### config.mk
export PLATFORM = sky130hd
export DESIGN_NAME = hazard_scoreboard
export DESIGN_NICKNAME = d
export VERILOG_FILES = /design/src/rtl/hazard_scoreboard_pkg.sv /design/src/rtl/hazard_scoreboard_match.sv /design/src/rtl/hazard_scoreboard.sv
export SDC_FILE = /design/constraint.sdc
export NUM_CORES = 1
export LEC_CHECK = 0
export CAP_MARGIN = 20
export CORE_MARGIN = 3
export CORE_UTILIZATION = 60
export CTS_BUF_LIST = sky130_fd_sc_hd__clkbuf_4 sky130_fd_sc_hd__clkbuf_8
export DETAILED_ROUTE_END_ITERATION = 8
export PLACE_DENSITY_LB_ADDON = 0.1
export SYNTH_ARGS = -nofsm -noshare
export SYNTH_HDL_FRONTEND = slang
export SYNTH_SLANG_ARGS = --single-unit
### constraint.sdc
create_clock -name clk -period 8.65 [get_ports clk]
set_input_delay 2.1625 -clock clk [delete_from_list [all_inputs] [get_ports clk]]
set_output_delay 2.1625 -clock clk [all_outputs]
set_load 0.01 [all_outputs]
### src/rtl/hazard_scoreboard_pkg.sv
// Shared widths and defaults for the hazard scoreboard and its match encoder.
package hazard_scoreboard_pkg;

    localparam int WIDTH_T      = 3;
    localparam int DST_W        = 5;
    localparam int MULT_LAT_DEF = 5;
    localparam int DIV_LAT_DEF  = 10;

    // Track entry layout: {v, dst, tnew}
    localparam int TRK_V_W    = 1;
    localparam int TRK_DST_W  = DST_W;
    localparam int TRK_TNEW_W = WIDTH_T;
    localparam int TRK_W      = TRK_V_W + TRK_DST_W + TRK_TNEW_W;

    // All-ones Tuse means the operand is never read early enough to stall.
    localparam logic [WIDTH_T-1:0] TUSE_INF = '1;

    // Index width for an n-entry table; a single entry still needs one bit.
    function automatic int idx_w(input int n);
        return (n > 1) ? $clog2(n) : 1;
    endfunction

endpackage

### src/rtl/hazard_scoreboard_match.sv
// Youngest-producer priority encoder over the post-ID track entries.
module hazard_match
    import hazard_scoreboard_pkg::*;
#(
    parameter int NUM_STAGES = 4,
    parameter int T_WIDTH    = WIDTH_T,
    parameter int IDX_W      = idx_w(NUM_STAGES)
) (
    input  logic [NUM_STAGES-1:0]              trk_v,
    input  logic [NUM_STAGES-1:0][DST_W-1:0]   trk_dst,
    input  logic [NUM_STAGES-1:0][T_WIDTH-1:0] trk_tnew,
    input  logic [DST_W-1:0]                   addr,
    output logic                               hit,
    output logic [IDX_W-1:0]                   index,
    output logic [T_WIDTH-1:0]                 tnew
);

    // Scan oldest to youngest so the lowest matching index wins; r0 never matches.
    always_comb begin
        hit   = 1'b0;
        index = '0;
        tnew  = '0;
        if (addr != '0) begin
            for (int k = NUM_STAGES - 1; k >= 0; k--) begin
                if (trk_v[k] && (trk_dst[k] == addr)) begin
                    hit   = 1'b1;
                    index = IDX_W'(k);
                    tnew  = trk_tnew[k];
                end
            end
        end
    end

endmodule

### src/rtl/hazard_scoreboard.sv
// ID-stage hazard scoreboard: tracks pending writers per post-ID stage,
// derives stall/bubble/flush/forward controls and owns the mult/div busy counter.
module hazard_scoreboard
    import hazard_scoreboard_pkg::*;
#(
    parameter int NUM_STAGES = 4,
    parameter int T_WIDTH    = WIDTH_T,
    parameter int MULT_LAT   = MULT_LAT_DEF,
    parameter int DIV_LAT    = DIV_LAT_DEF,
    parameter int SEL_W      = $clog2(NUM_STAGES + 1)
) (
    input  logic               clk,
    input  logic               reset_n,
    input  logic               id_valid,
    input  logic [DST_W-1:0]   id_rs,
    input  logic [DST_W-1:0]   id_rt,
    input  logic [T_WIDTH-1:0] id_tuse_rs,
    input  logic [T_WIDTH-1:0] id_tuse_rt,
    input  logic [DST_W-1:0]   id_dst,
    input  logic [T_WIDTH-1:0] id_tnew,
    input  logic               id_is_md,
    input  logic               id_md_start,
    input  logic               id_md_div,
    input  logic               flush_req,
    output logic               stall,
    output logic               clr_ex,
    output logic               clr_front,
    output logic               md_dis,
    output logic               md_busy,
    output logic [SEL_W-1:0]   fwd_sel_rs,
    output logic [SEL_W-1:0]   fwd_sel_rt
);

    localparam int IDX_W  = idx_w(NUM_STAGES);
    localparam int MD_MAX = (DIV_LAT > MULT_LAT) ? DIV_LAT : MULT_LAT;
    localparam int CNT_W  = $clog2(MD_MAX + 1);
    localparam logic [T_WIDTH-1:0] TUSE_ALL1 = '1;

    logic [NUM_STAGES-1:0]              trk_v;
    logic [NUM_STAGES-1:0][DST_W-1:0]   trk_dst;
    logic [NUM_STAGES-1:0][T_WIDTH-1:0] trk_tnew;
    logic [CNT_W-1:0]                   md_cnt;

    logic               hit_rs, hit_rt;
    logic [IDX_W-1:0]   idx_rs, idx_rt;
    logic [T_WIDTH-1:0] tnew_rs, tnew_rt;
    logic               stall_rs, stall_rt, stall_md;

    function automatic logic [T_WIDTH-1:0] dec_sat(input logic [T_WIDTH-1:0] t);
        return (t == '0) ? '0 : t - T_WIDTH'(1);
    endfunction

    hazard_match #(.NUM_STAGES(NUM_STAGES), .T_WIDTH(T_WIDTH), .IDX_W(IDX_W)) u_match_rs (
        .trk_v    (trk_v),
        .trk_dst  (trk_dst),
        .trk_tnew (trk_tnew),
        .addr     (id_rs),
        .hit      (hit_rs),
        .index    (idx_rs),
        .tnew     (tnew_rs)
    );

    hazard_match #(.NUM_STAGES(NUM_STAGES), .T_WIDTH(T_WIDTH), .IDX_W(IDX_W)) u_match_rt (
        .trk_v    (trk_v),
        .trk_dst  (trk_dst),
        .trk_tnew (trk_tnew),
        .addr     (id_rt),
        .hit      (hit_rt),
        .index    (idx_rt),
        .tnew     (tnew_rt)
    );

    // A producer stalls its consumer only while its result is further away than the consumer's Tuse.
    always_comb begin
        stall_rs   = id_valid && hit_rs && (id_tuse_rs != TUSE_ALL1) && (tnew_rs > id_tuse_rs);
        stall_rt   = id_valid && hit_rt && (id_tuse_rt != TUSE_ALL1) && (tnew_rt > id_tuse_rt);
        stall_md   = md_busy && id_is_md && id_valid;
        stall      = !flush_req && (stall_rs || stall_rt || stall_md);
        clr_ex     = stall || flush_req;
        clr_front  = flush_req;
        md_dis     = flush_req;
        fwd_sel_rs = hit_rs ? SEL_W'(idx_rs) + SEL_W'(1) : '0;
        fwd_sel_rt = hit_rt ? SEL_W'(idx_rt) + SEL_W'(1) : '0;
    end

    assign md_busy = (md_cnt != '0);

    // Shift the track one stage per cycle, ageing every entry; a stall shifts in a bubble.
    always_ff @(posedge clk or negedge reset_n) begin
        if (!reset_n) begin
            trk_v    <= '0;
            trk_dst  <= '0;
            trk_tnew <= '0;
        end else if (flush_req) begin
            trk_v <= '0;
        end else begin
            for (int k = 1; k < NUM_STAGES; k++) begin
                trk_v[k]    <= trk_v[k-1];
                trk_dst[k]  <= trk_dst[k-1];
                trk_tnew[k] <= dec_sat(trk_tnew[k-1]);
            end
            if (stall) begin
                trk_v[0]    <= 1'b0;
                trk_dst[0]  <= '0;
                trk_tnew[0] <= '0;
            end else begin
                trk_v[0]    <= id_valid && (id_dst != '0);
                trk_dst[0]  <= id_dst;
                trk_tnew[0] <= dec_sat(id_tnew);
            end
        end
    end

    // Mult/div busy down-counter; a flush leaves an in-flight op running but blocks a new start.
    always_ff @(posedge clk or negedge reset_n) begin
        if (!reset_n) begin
            md_cnt <= '0;
        end else if (id_valid && id_md_start && !stall && !flush_req) begin
            md_cnt <= id_md_div ? CNT_W'(DIV_LAT) : CNT_W'(MULT_LAT);
        end else if (md_cnt != '0) begin
            md_cnt <= md_cnt - CNT_W'(1);
        end
    end

endmodule

==> metrics.md <==
| Metric | Value |
|---|---|
| TNS Setup | `0 ns` |
| Number of instances on the worst hold path | `1` |
| Global-route wire length before repair | `10300 um` |
| Die Span X | `75.5 um` |
| Leading post-synthesis cells by cell area | `sky130_fd_sc_hd__dfrtp_1 (35%), sky130_fd_sc_hd__xor2_1 (10%), sky130_fd_sc_hd__ha_1 (7.8%), sky130_fd_sc_hd__mux2_2 (7.0%), sky130_fd_sc_hd__nor2b_1 (3.0%)` |
| Stages on the worst setup path | `15` |
| Proportion of register bits with asynchronous set or reset after synthesis | `1.00` |
| Gate Count Post-Synth | `301` |
| Slew at the pin closest to its max-slew limit | `0.962 ns` |
| Number of gates given a new drive strength after cts | `0` |
| Synthesis-stage register bit count | `40` |
| Data required time of the critical path | `6.49 ns` |
| Wire length after detailed routing | `6230 um` |
| List of most frequent post-synthesis cells | `sky130_fd_sc_hd__dfrtp_1 (40), sky130_fd_sc_hd__xor2_1 (33), sky130_fd_sc_hd__ha_1 (18), sky130_fd_sc_hd__mux2_2 (18), sky130_fd_sc_hd__inv_1 (17)` |
| Reported leakage power | `1.57 nW` |
| CTS H-Tree Depth | `2` |
| Mean Syn Cell Area | `9.63 sq um` |
| Setup Fix Bufs, Post-CTS | `0` |
| Number of primary I/O pins | `42` |
| CP Class | `input port to output pin` |
| Number of buffer cells added on primary ports | `41` |
| Worst Reg2Reg Path Length in Cells | `13` |
| Kind of start point of the critical path | `input port` |
| Post-CTS clock slew at the launch and capture registers of the worst setup and hold paths | `0.08 ns` |
| Maximum clock rate | `120 MHz` |
| Die height | `75.5 um` |
| Cell family with most CP delay | `compound AO/OA/AOI/OAI gates` |
| Area delta synth->final | `15.8%` |
| Yosys warning total | `0` |
| Fraction of final layout cells with drive strength greater than 1 | `0.122` |
| Die Footprint | `5700 sq um` |
| Number of DRC markers after the initial detailed-route iteration | `203` |
| Starting density of the core | `0.643` |
| Pwr Density | `178 nW/um^2` |
| Worst IR Drop VDD | `0.000126 V` |
| Top cell by count, worst path | `sky130_fd_sc_hd__clkdlybuf4s50_1` |
| Clock Tree Root | `sky130_fd_sc_hd__clkbuf_8` |
| Clk_lat worst skew | `0.30 ns` |
| Maximum fanout along the worst path | `9` |
| Ordered list of cells on the worst path | `clkdlybuf4s50_1 > xor2_1 > nor4_1 > and3_1 > nor2b_2 > a221oi_1 > a2111oi_0 > ha_1 > nor2b_1 > o21a_1 > o211ai_1 > o31a_1 > a21bo_2 > nand2b_1 > clkdlybuf4s50_1` |
| Setup ws final | `0.340 ns` |
| Gr usage total | `0.237` |
| Buffers plus inverters on the worst setup path | `2` |
| Top FF cell, synth | `sky130_fd_sc_hd__dfrtp_1` |
| Number of global-route vias before repair | `2155` |
| DRC Markers | `0` |
| GRT Residual Overflow | `0` |
| Final hold violations | `0` |
| Via density per instance | `5.92` |
| Post-synthesis cell type with the largest combined area | `sky130_fd_sc_hd__dfrtp_1` |
| Number of buffers between clock root and the deepest sink | `2` |
| MaxCap Viol Count | `0` |
| Max Slew Vio Count | `0` |
| Core area | `4500 sq um` |
| Rows | `24` |
| Antenna diode instance count | `0` |
| Final HPWL DP | `4710 um` |
| Number of flops mapped to enable cells by yosys | `0` |
| DR pass1 iterations | `4` |
| Via count | `2251` |
| Worst-case setup slack after placement | `0.246 ns` |
| Number of nets still failing antenna checks after routing | `0` |
| Sequential cell area fraction in the yosys report | `0.345` |
| Type of the tightest min-delay check | `register to register` |
| Clock skew | `0.00468 ns` |
| Unique masters post-synth | `42` |
| Cell at the slowest stage of the critical path | `sky130_fd_sc_hd__clkdlybuf4s50_1` |
| Largest incremental delay on the critical path | `0.59 ns` |
| Unrepaired setup endpoints after global routing | `no` |
| Maximum number of pins on one net before global-route repair | `54` |
| Wire length per cell after detailed routing | `16.4 um` |
| Crit path capture type | `output pin` |
| Total power of the final layout | `0.597 mW` |
| Post-Syn Area | `2900 sq um` |
| Final hold slack | `0.517 ns` |
| Arrival time of data at the critical path endpoint | `6.15 ns` |
| Hold-fix buffers, CTS | `0` |
| Number of antenna violations at the first check in global routing | `0` |
| Synthesized Nets | `350` |
| Headroom to the max-slew limit | `0.358` |
| Number of sinks on the clock net | `40` |
| Portion of the clock cycle consumed by the worst path in the final layout | `0.961` |
| Most used standard cell by instance count after synthesis | `sky130_fd_sc_hd__dfrtp_1` |
| Share of the synthesized area in the top cell type | `0.345` |
| Run status | `finished, final reports clean` |
| Final critical-path required period | `8.31 ns` |
| FILL cells | `337` |
| Nets | `376` |
| Number of failing setup endpoints in the final timing report | `0` |
| Num CTS Buffers | `5` |
| Clock tree from TritonCTS | `built` |
| Final estimated routing congestion in global placement | `0.900` |
[kinds of logic after synthesis]
| group | synth area share |
|---|---|
| simple gates | 0.184 |
| flops | 0.345 |
| xor+xnor | 0.127 |
| fa+ha+maj | 0.0777 |
| compound gates | 0.114 |
| buf+inv | 0.0669 |
| mux | 0.0846 |
[power breakdown]
| part | internal (mW) | switching (mW) | leakage, nW | total, mW |
|---|---|---|---|---|
| combinational | 0.0905 | 0.0767 | 1.00 | 0.167 |
| sequential | 0.224 | 0.0470 | 0.511 | 0.271 |
| clock | 0.0869 | 0.0716 | 0.0548 | 0.159 |
| total | 0.402 | 0.195 | 1.57 | 0.597 |
[per-stage QoR]
step | std cells | utilization | area (sq um)
2_1_floorplan | 301 | - | 2900
3_3_place_gp | 372 | 0.718 | 3230
3_5_place_dp | 372 | 0.718 | 3230
4_1_cts | 380 | 0.743 | 3350
5_1_grt | 380 | 0.745 | 3350
6_report | 380 | 0.745 | 3350
[layout make-up]
cell class / instances / area [sq um] / share of cell area
multi-input combinational: 222 / 1710 / 0.510
sequential: 40 / 1000 / 0.298
timing repair buffer: 41 / 400 / 0.119
clock buffer: 5 / 68.8 / 0.0205
tap: 52 / 65.1 / 0.0194
inverter: 17 / 63.8 / 0.0190
clock inverter: 3 / 46.3 / 0.0138
[routing by layer]
| layer | vias up | routed length, um | part of all wire | GRT usage |
|---|---|---|---|---|
| li1 | 1096 | - | - | - |
| met1 | 1071 | 2910 | 0.47 | 0.333 |
| met5 | - | 0 | 0 | 0 |
| met2 | 76 | 2900 | 0.47 | 0.371 |
| met4 | 0 | 60 | 0.0096 | 0.0738 |
| met3 | 8 | 358 | 0.057 | 0.0462 |
[state kept, by name, summed over array words and instances, names as in the netlist]
signal and flops:
md_cnt 4, trk_v 4, trk_dst 20, trk_tnew 12
[placed cells by master, fill, tap and decap left out, types with 2 or more instances in the layout]
cell type / count
sky130_fd_sc_hd__dfrtp_1: 40
sky130_fd_sc_hd__clkdlybuf4s50_1: 39
sky130_fd_sc_hd__xor2_1: 33
sky130_fd_sc_hd__mux2_2: 18
sky130_fd_sc_hd__ha_1: 18
sky130_fd_sc_hd__inv_1: 17
sky130_fd_sc_hd__nand2_1: 14
sky130_fd_sc_hd__nor3_1: 13
sky130_fd_sc_hd__nor2_1: 12
sky130_fd_sc_hd__nor2b_1: 12
sky130_fd_sc_hd__xnor2_1: 9
sky130_fd_sc_hd__a21oi_1: 9
sky130_fd_sc_hd__nand3_1: 8
sky130_fd_sc_hd__a22o_1: 8
sky130_fd_sc_hd__nor4_1: 7
sky130_fd_sc_hd__and3_1: 7
sky130_fd_sc_hd__and2_1: 7
sky130_fd_sc_hd__a221oi_1: 6
sky130_fd_sc_hd__o21ai_0: 6
sky130_fd_sc_hd__clkbuf_8: 5
sky130_fd_sc_hd__or2_2: 4
sky130_fd_sc_hd__or4_1: 3
sky130_fd_sc_hd__a2111oi_0: 3
sky130_fd_sc_hd__o31ai_1: 3
sky130_fd_sc_hd__nor2b_2: 2
sky130_fd_sc_hd__nor4_2: 2
sky130_fd_sc_hd__a21o_1: 2
sky130_fd_sc_hd__mux2i_1: 2
sky130_fd_sc_hd__mux2_1: 2
sky130_fd_sc_hd__buf_2: 2
[worst paths after layout]
path                       slack (ns)     endpoint         from
min in group asynchronous        1.98  trk_tnew[9]      reset_n
setup reg to reg                 5.02    md_cnt[1]  trk_dst[19]
max in group asynchronous        6.11  trk_dst[18]      reset_n
hold / removal                   0.52     trk_v[3]     trk_v[2]
hold reg to reg                  0.52     trk_v[3]     trk_v[2]
setup / recovery                 0.34       clr_ex     id_rt[1]
Power figures use the tool's default switching activity.
